## config.mk

```make
export PLATFORM = sky130hd
export DESIGN_NAME = snes_pad_responder
export DESIGN_NICKNAME = d
export VERILOG_FILES = /design/src/rtl/snes_pad_responder.sv
export SDC_FILE = /design/constraint.sdc
export NUM_CORES = 1
export LEC_CHECK = 0
export CAP_MARGIN = 15
export CORE_MARGIN = 2
export CORE_UTILIZATION = 53
export DETAILED_ROUTE_END_ITERATION = 6
export PLACE_DENSITY = 0.82
export SYNTH_ARGS = -nofsm -noshare
export SYNTH_HDL_FRONTEND = slang
export SYNTH_SLANG_ARGS = --single-unit
```

## constraint.sdc

```tcl
create_clock -name clk -period 2.7 [get_ports clk]
set_clock_uncertainty 0.15 [all_clocks]
set_input_delay 0.54 -clock clk [delete_from_list [all_inputs] [get_ports clk]]
set_output_delay 0.54 -clock clk [all_outputs]
set_load 0.02 [all_outputs]
```

## src/rtl/snes_pad_responder.sv

```systemverilog
// Controller-side NES/SNES pad model: synchronizes the reader's latch and clock,
// snapshots the button word on an accepted latch and shifts it out active-low.
module snes_pad_responder #(
  parameter int SYNC_STAGES      = 2,
  parameter int LATCH_MIN_CYCLES = 4
) (
  input  logic        clk,
  input  logic        rst_n,
  input  logic        snes_mode,
  input  logic [11:0] buttons,
  input  logic        pad_latch,
  input  logic        pad_clk,
  output logic        pad_data,
  output logic        busy,
  output logic [4:0]  bit_index,
  output logic        frame_done,
  output logic [1:0]  dbg_state
);

  typedef enum logic [1:0] {S_IDLE, S_LOAD, S_SHIFT, S_DONE} state_t;

  localparam int CW = $clog2(LATCH_MIN_CYCLES + 1) + 1;

  state_t                 state_q, state_d;
  logic [SYNC_STAGES-1:0] latch_sync_q, latch_sync_d;
  logic [SYNC_STAGES-1:0] clk_sync_q, clk_sync_d;
  logic                   latch_hist_q, latch_hist_d;
  logic                   clk_hist_q, clk_hist_d;
  logic [CW-1:0]          count_q, count_d;
  logic [15:0]            shreg_q, shreg_d;
  logic                   mode_q, mode_d;
  logic [4:0]             bit_index_q, bit_index_d;
  logic                   pad_data_q, pad_data_d;
  logic                   frame_done_q, frame_done_d;

  logic        latch_s, clk_s;
  logic        latch_rise, latch_fall, clk_rise;
  logic [15:0] live_word;
  logic [15:0] shifted;
  logic [4:0]  next_index;
  logic [4:0]  frame_len;

  // Pressed-high frame word; NES order is A,B,select,start,up,down,left,right.
  function automatic logic [15:0] frame_word(input logic [11:0] b, input logic m);
    if (m) frame_word = {4'b0000, b};
    else   frame_word = {8'h00, b[7:2], b[0], b[8]};
  endfunction

  assign latch_s    = latch_sync_q[SYNC_STAGES-1];
  assign clk_s      = clk_sync_q[SYNC_STAGES-1];
  assign latch_rise = latch_s & ~latch_hist_q;
  assign latch_fall = ~latch_s & latch_hist_q;
  assign clk_rise   = clk_s & ~clk_hist_q;
  assign live_word  = frame_word(buttons, snes_mode);
  assign shifted    = {1'b0, shreg_q[15:1]};
  assign next_index = bit_index_q + 5'd1;
  assign frame_len  = mode_q ? 5'd16 : 5'd8;

  always_comb begin
    latch_sync_d = {latch_sync_q[SYNC_STAGES-2:0], pad_latch};
    clk_sync_d   = {clk_sync_q[SYNC_STAGES-2:0], pad_clk};
    latch_hist_d = latch_s;
    clk_hist_d   = clk_s;
    state_d      = state_q;
    count_d      = count_q;
    shreg_d      = shreg_q;
    mode_d       = mode_q;
    bit_index_d  = bit_index_q;
    pad_data_d   = pad_data_q;
    frame_done_d = 1'b0;
    case (state_q)
      S_IDLE: begin
        pad_data_d = 1'b1;
      end
      S_LOAD: begin
        if (latch_fall) begin
          if (count_q >= CW'(LATCH_MIN_CYCLES)) begin
            state_d     = S_SHIFT;
            bit_index_d = 5'd0;
            pad_data_d  = ~shreg_q[0];
          end else begin
            state_d    = S_IDLE;
            pad_data_d = 1'b1;
          end
        end else begin
          if (count_q < CW'(LATCH_MIN_CYCLES)) count_d = count_q + CW'(1);
          shreg_d    = live_word;
          mode_d     = snes_mode;
          pad_data_d = ~live_word[0];
        end
      end
      S_SHIFT: begin
        if (clk_rise && !latch_rise) begin
          shreg_d     = shifted;
          bit_index_d = next_index;
          if (next_index == frame_len) begin
            state_d      = S_DONE;
            frame_done_d = 1'b1;
            pad_data_d   = 1'b0;
          end else begin
            pad_data_d = ~shifted[0];
          end
        end
      end
      S_DONE: begin
        pad_data_d = 1'b0;
      end
      default: state_d = S_IDLE;
    endcase
    // A latch rise restarts the frame from any state except LOAD; it beats a clock edge.
    if (latch_rise && state_q != S_LOAD) begin
      state_d      = S_LOAD;
      count_d      = CW'(1);
      bit_index_d  = 5'd0;
      shreg_d      = live_word;
      mode_d       = snes_mode;
      pad_data_d   = ~live_word[0];
      frame_done_d = 1'b0;
    end
  end

  always_ff @(posedge clk or negedge rst_n) begin
    if (!rst_n) begin
      latch_sync_q <= '0;
      clk_sync_q   <= '0;
      latch_hist_q <= 1'b0;
      clk_hist_q   <= 1'b0;
      state_q      <= S_IDLE;
      count_q      <= '0;
      shreg_q      <= '0;
      mode_q       <= 1'b0;
      bit_index_q  <= 5'd0;
      pad_data_q   <= 1'b1;
      frame_done_q <= 1'b0;
    end else begin
      latch_sync_q <= latch_sync_d;
      clk_sync_q   <= clk_sync_d;
      latch_hist_q <= latch_hist_d;
      clk_hist_q   <= clk_hist_d;
      state_q      <= state_d;
      count_q      <= count_d;
      shreg_q      <= shreg_d;
      mode_q       <= mode_d;
      bit_index_q  <= bit_index_d;
      pad_data_q   <= pad_data_d;
      frame_done_q <= frame_done_d;
    end
  end

  assign pad_data   = pad_data_q;
  assign busy       = (state_q == S_LOAD) || (state_q == S_SHIFT);
  assign bit_index  = bit_index_q;
  assign frame_done = frame_done_q;
  assign dbg_state  = state_q;

endmodule
```

==> results.py <==
metrics = {
    "synth": {
        "synth_commonest_cells": "31 x dfrtp_1, 11 x mux2_2, 10 x mux2_4",
        "synth_warnings": 0,
        "post-synth-top-area-fraction": 0.444,
        "synth-xor-area-share": 0.0100,
        "ys_top_cells_by_area": "dfrtp_1 44%, mux2_4 8.6%, mux2_2 7.1%",
        "yosysMostFrequentCell": "dfrtp_1",
        "synth_edf_count": 0,
        "synth_nets": 171,
        "synth_adder_area_share": 0.0358,
        "synth_area_um2": 1750,
        "syn_inst": 149,
        "synthSimpleGateAreaFrac": 0.125,
        "synth_ff_type": "dfrtp_1",
        "yosysTopAreaCell": "dfrtp_1",
        "synth_area_per_cell_um2": 11.7,
        "ys_types": 43,
        "synth_compound_area_frac": 0.140,
        "synth_top_family_by_area": "multiplexers",
        "synth.mux.area_fraction": 0.180,
        "yosysSeqAreaShare": 0.459,
        "async_flop_share": 1.00,
        "synth_seq_cells": 32,
    },
    "clock_network": {
        "cts_tree": "done",
        "root_buffer": "clkbuf_4",
        "postCtsHoldBufs": 0,
        "clk_path_buf_depth": 2,
        "post_cts_buffers": 0,
        "clk_pin_slew_worst_paths_ns": 0.10,
        "cts.repair.resized": 0,
        "clock_latency_ns": 0.33,
        "htreeDepth": 2,
        "cts.sink_count": 32,
        "cts_buffers": 5,
    },
    "floorplan": {
        "fp.dieW_um": 61.4,
        "dieArea_um2": 3770,
        "io_pins": 27,
        "placementRows": 20,
        "die_h_um": 61.4,
        "core_area_um2": 3100,
        "start_util": 0.563,
    },
    "placement": {
        "placed_cells": 218,
        "gp_congestion": 0.900,
        "post-dp-hpwl_mm": 2.65,
        "port-buffer-count": 26,
    },
    "global_route": {
        "grt_use_met2": 0.322,
        "grt.busiest_layer": "met2",
        "antenna_found_initial": 0,
        "grt_util_met3": 0.0819,
        "grt_usage": 0.209,
        "overflow": 0,
        "use_met1": 0.265,
        "grt_pass1_vias": 1229,
        "grt_first_pass_wirelength_mm": 5.58,
        "grt_max_degree": 33,
    },
    "timing": {
        "report.final.setup_viol": 0,
        "finalWorstPathRequiredPeriod_ns": 2.44,
        "post-route-period-util": 0.903,
        "slew_viol_final": 0,
        "timing.fmax_ghz": 0.410,
        "finalSetupTns_ns": 0,
        "holdWs_ns": 0.218,
        "relSlewSlack": 0.581,
        "finalHoldViolCount": 0,
        "tightest_slew_ns": 0.624,
        "rsz0062_at_grt": "no",
    },
    "route": {
        "drc_errors": 0,
        "drt-initial-drc-count": 44,
        "drt-total-wl_mm": 3.49,
        "vias_per_cell": 5.64,
        "drt_pass1_iterations": 4,
        "wl_per_cell_um": 15.4,
        "final_antenna_net_count": 0,
        "vias": 1275,
    },
    "min_path": {
        "min_from": "clk_sync_q[0]",
        "hp-class": "reg -> reg",
    },
    "cells_and_area": {
        "diodes": 0,
        "multi_input_area_um2": 858,
        "drive_above_1_share": 0.225,
        "final_cells": 226,
        "utilization": 0.684,
        "fin_nets": 203,
        "areaGrowthSynthToFinish_pct": 21.5,
        "seqCellArea_um2": 802,
        "fill_cells": 277,
    },
    "job": {
        "maxCapViolations": 0,
    },
    "critical_path": {
        "crit_path_start": "dbg_state[1]",
        "path_max_fanout": 4,
        "required_ns": 2.01,
        "cp.arrival_ns": 1.75,
        "r2r_start": "dbg_state[0]",
        "worst_setup_path_end_kind": "output pin",
        "critical_path.startpoint_type": "register",
        "crit_type": "reg -> out",
    },
    "power_and_ir_drop": {
        "power_density_nw_per_um2": 857,
        "p_leak_uw": 0.000905,
        "ir_drop_v": 0.000417,
    },
    "run_status": {
        "status": "completed",
    },
}
[layout by cell type, fill, tap and decap left out, types with 2 or more instances in the layout]
| cell type | n |
|---|---|
| a21oi_1 | 3 |
| a311oi_1 | 3 |
| a31oi_1 | 2 |
| and3_1 | 2 |
| buf_4 | 5 |
| clkbuf_4 | 5 |
| clkdlybuf4s50_1 | 26 |
| dfrtp_1 | 31 |
| ha_1 | 5 |
| inv_1 | 9 |
| mux2_2 | 11 |
| mux2_4 | 10 |
| mux2i_1 | 4 |
| nand2_1 | 6 |
| nand2b_1 | 4 |
| nand3_1 | 9 |
| nand3b_1 | 2 |
| nor2_1 | 7 |
| nor3_1 | 2 |
| o211ai_1 | 5 |
| o21ai_0 | 6 |
| xnor2_1 | 2 |
[critical path, cell delays in order, from the launching register on]
cell,delay (ns)
dfrtp_1,0.41
inv_1,0.10
ha_1,0.30
clkdlybuf4s50_1,0.60
[layout make-up]
class	instances	area share
inverter	9	0.0159
tap	44	0.0259
multi-input combinational	102	0.404
sequential	32	0.378
timing repair buffer	31	0.140
clock inverter	2	0.0165
clock buffer	6	0.0194
[layer usage]
metal / vias up / part of all wire
met2: 39 / 0.48
met3: 8 / 0.054
met4: 0 / 0.018
li1: 609 / -
met5: - / 0
met1: 619 / 0.45
[through the flow]
| stage | area [um^2] | setup slack [ns] | power [uW] |
|---|---|---|---|
| after floorplan | 1750 | 0.402 | 1270 |
| after global placement | 2050 | 0.426 | 1440 |
| after detailed placement | 2050 | 0.367 | 1480 |
| after CTS | 2120 | 0.264 | 1840 |
| after global routing | 2120 | 0.182 | 1940 |
| final | 2120 | 0.263 | 1820 |
[report_power, final]
part	total, uW	internal, uW	switching (uW)
clock	353	194	159
combinational	729	397	331
sequential	739	625	114
total	1820	1220	604
[kinds of logic (layout without fill, tap and decap cells)]
family	after synthesis	count (layout)
compound gates	31	31
flops	32	32
buf+inv	15	48
simple gates	39	39
mux	25	25
fa+ha+maj	5	5
xor+xnor	2	2
[sequential cells by signal (all words and copies together) (netlist names), 2 cells and up]
signal        cells
latch_sync_q      2
bit_index         5
dbg_state         2
count_q           4
clk_sync_q        2
shreg_q          12
[worst paths after layout]
check	cells past startpoint	to	slack [ns]
hold / removal	0	clk_sync_q[1]	0.22
setup reg to reg	6	shreg_q[7]	0.36
setup / recovery	3	busy	0.26
min in group asynchronous	2	dbg_state[1]	0.44
max in group asynchronous	2	pad_data	1.64
hold reg to reg	0	clk_sync_q[1]	0.22
Note: power is estimated with default switching activity, not from simulation.
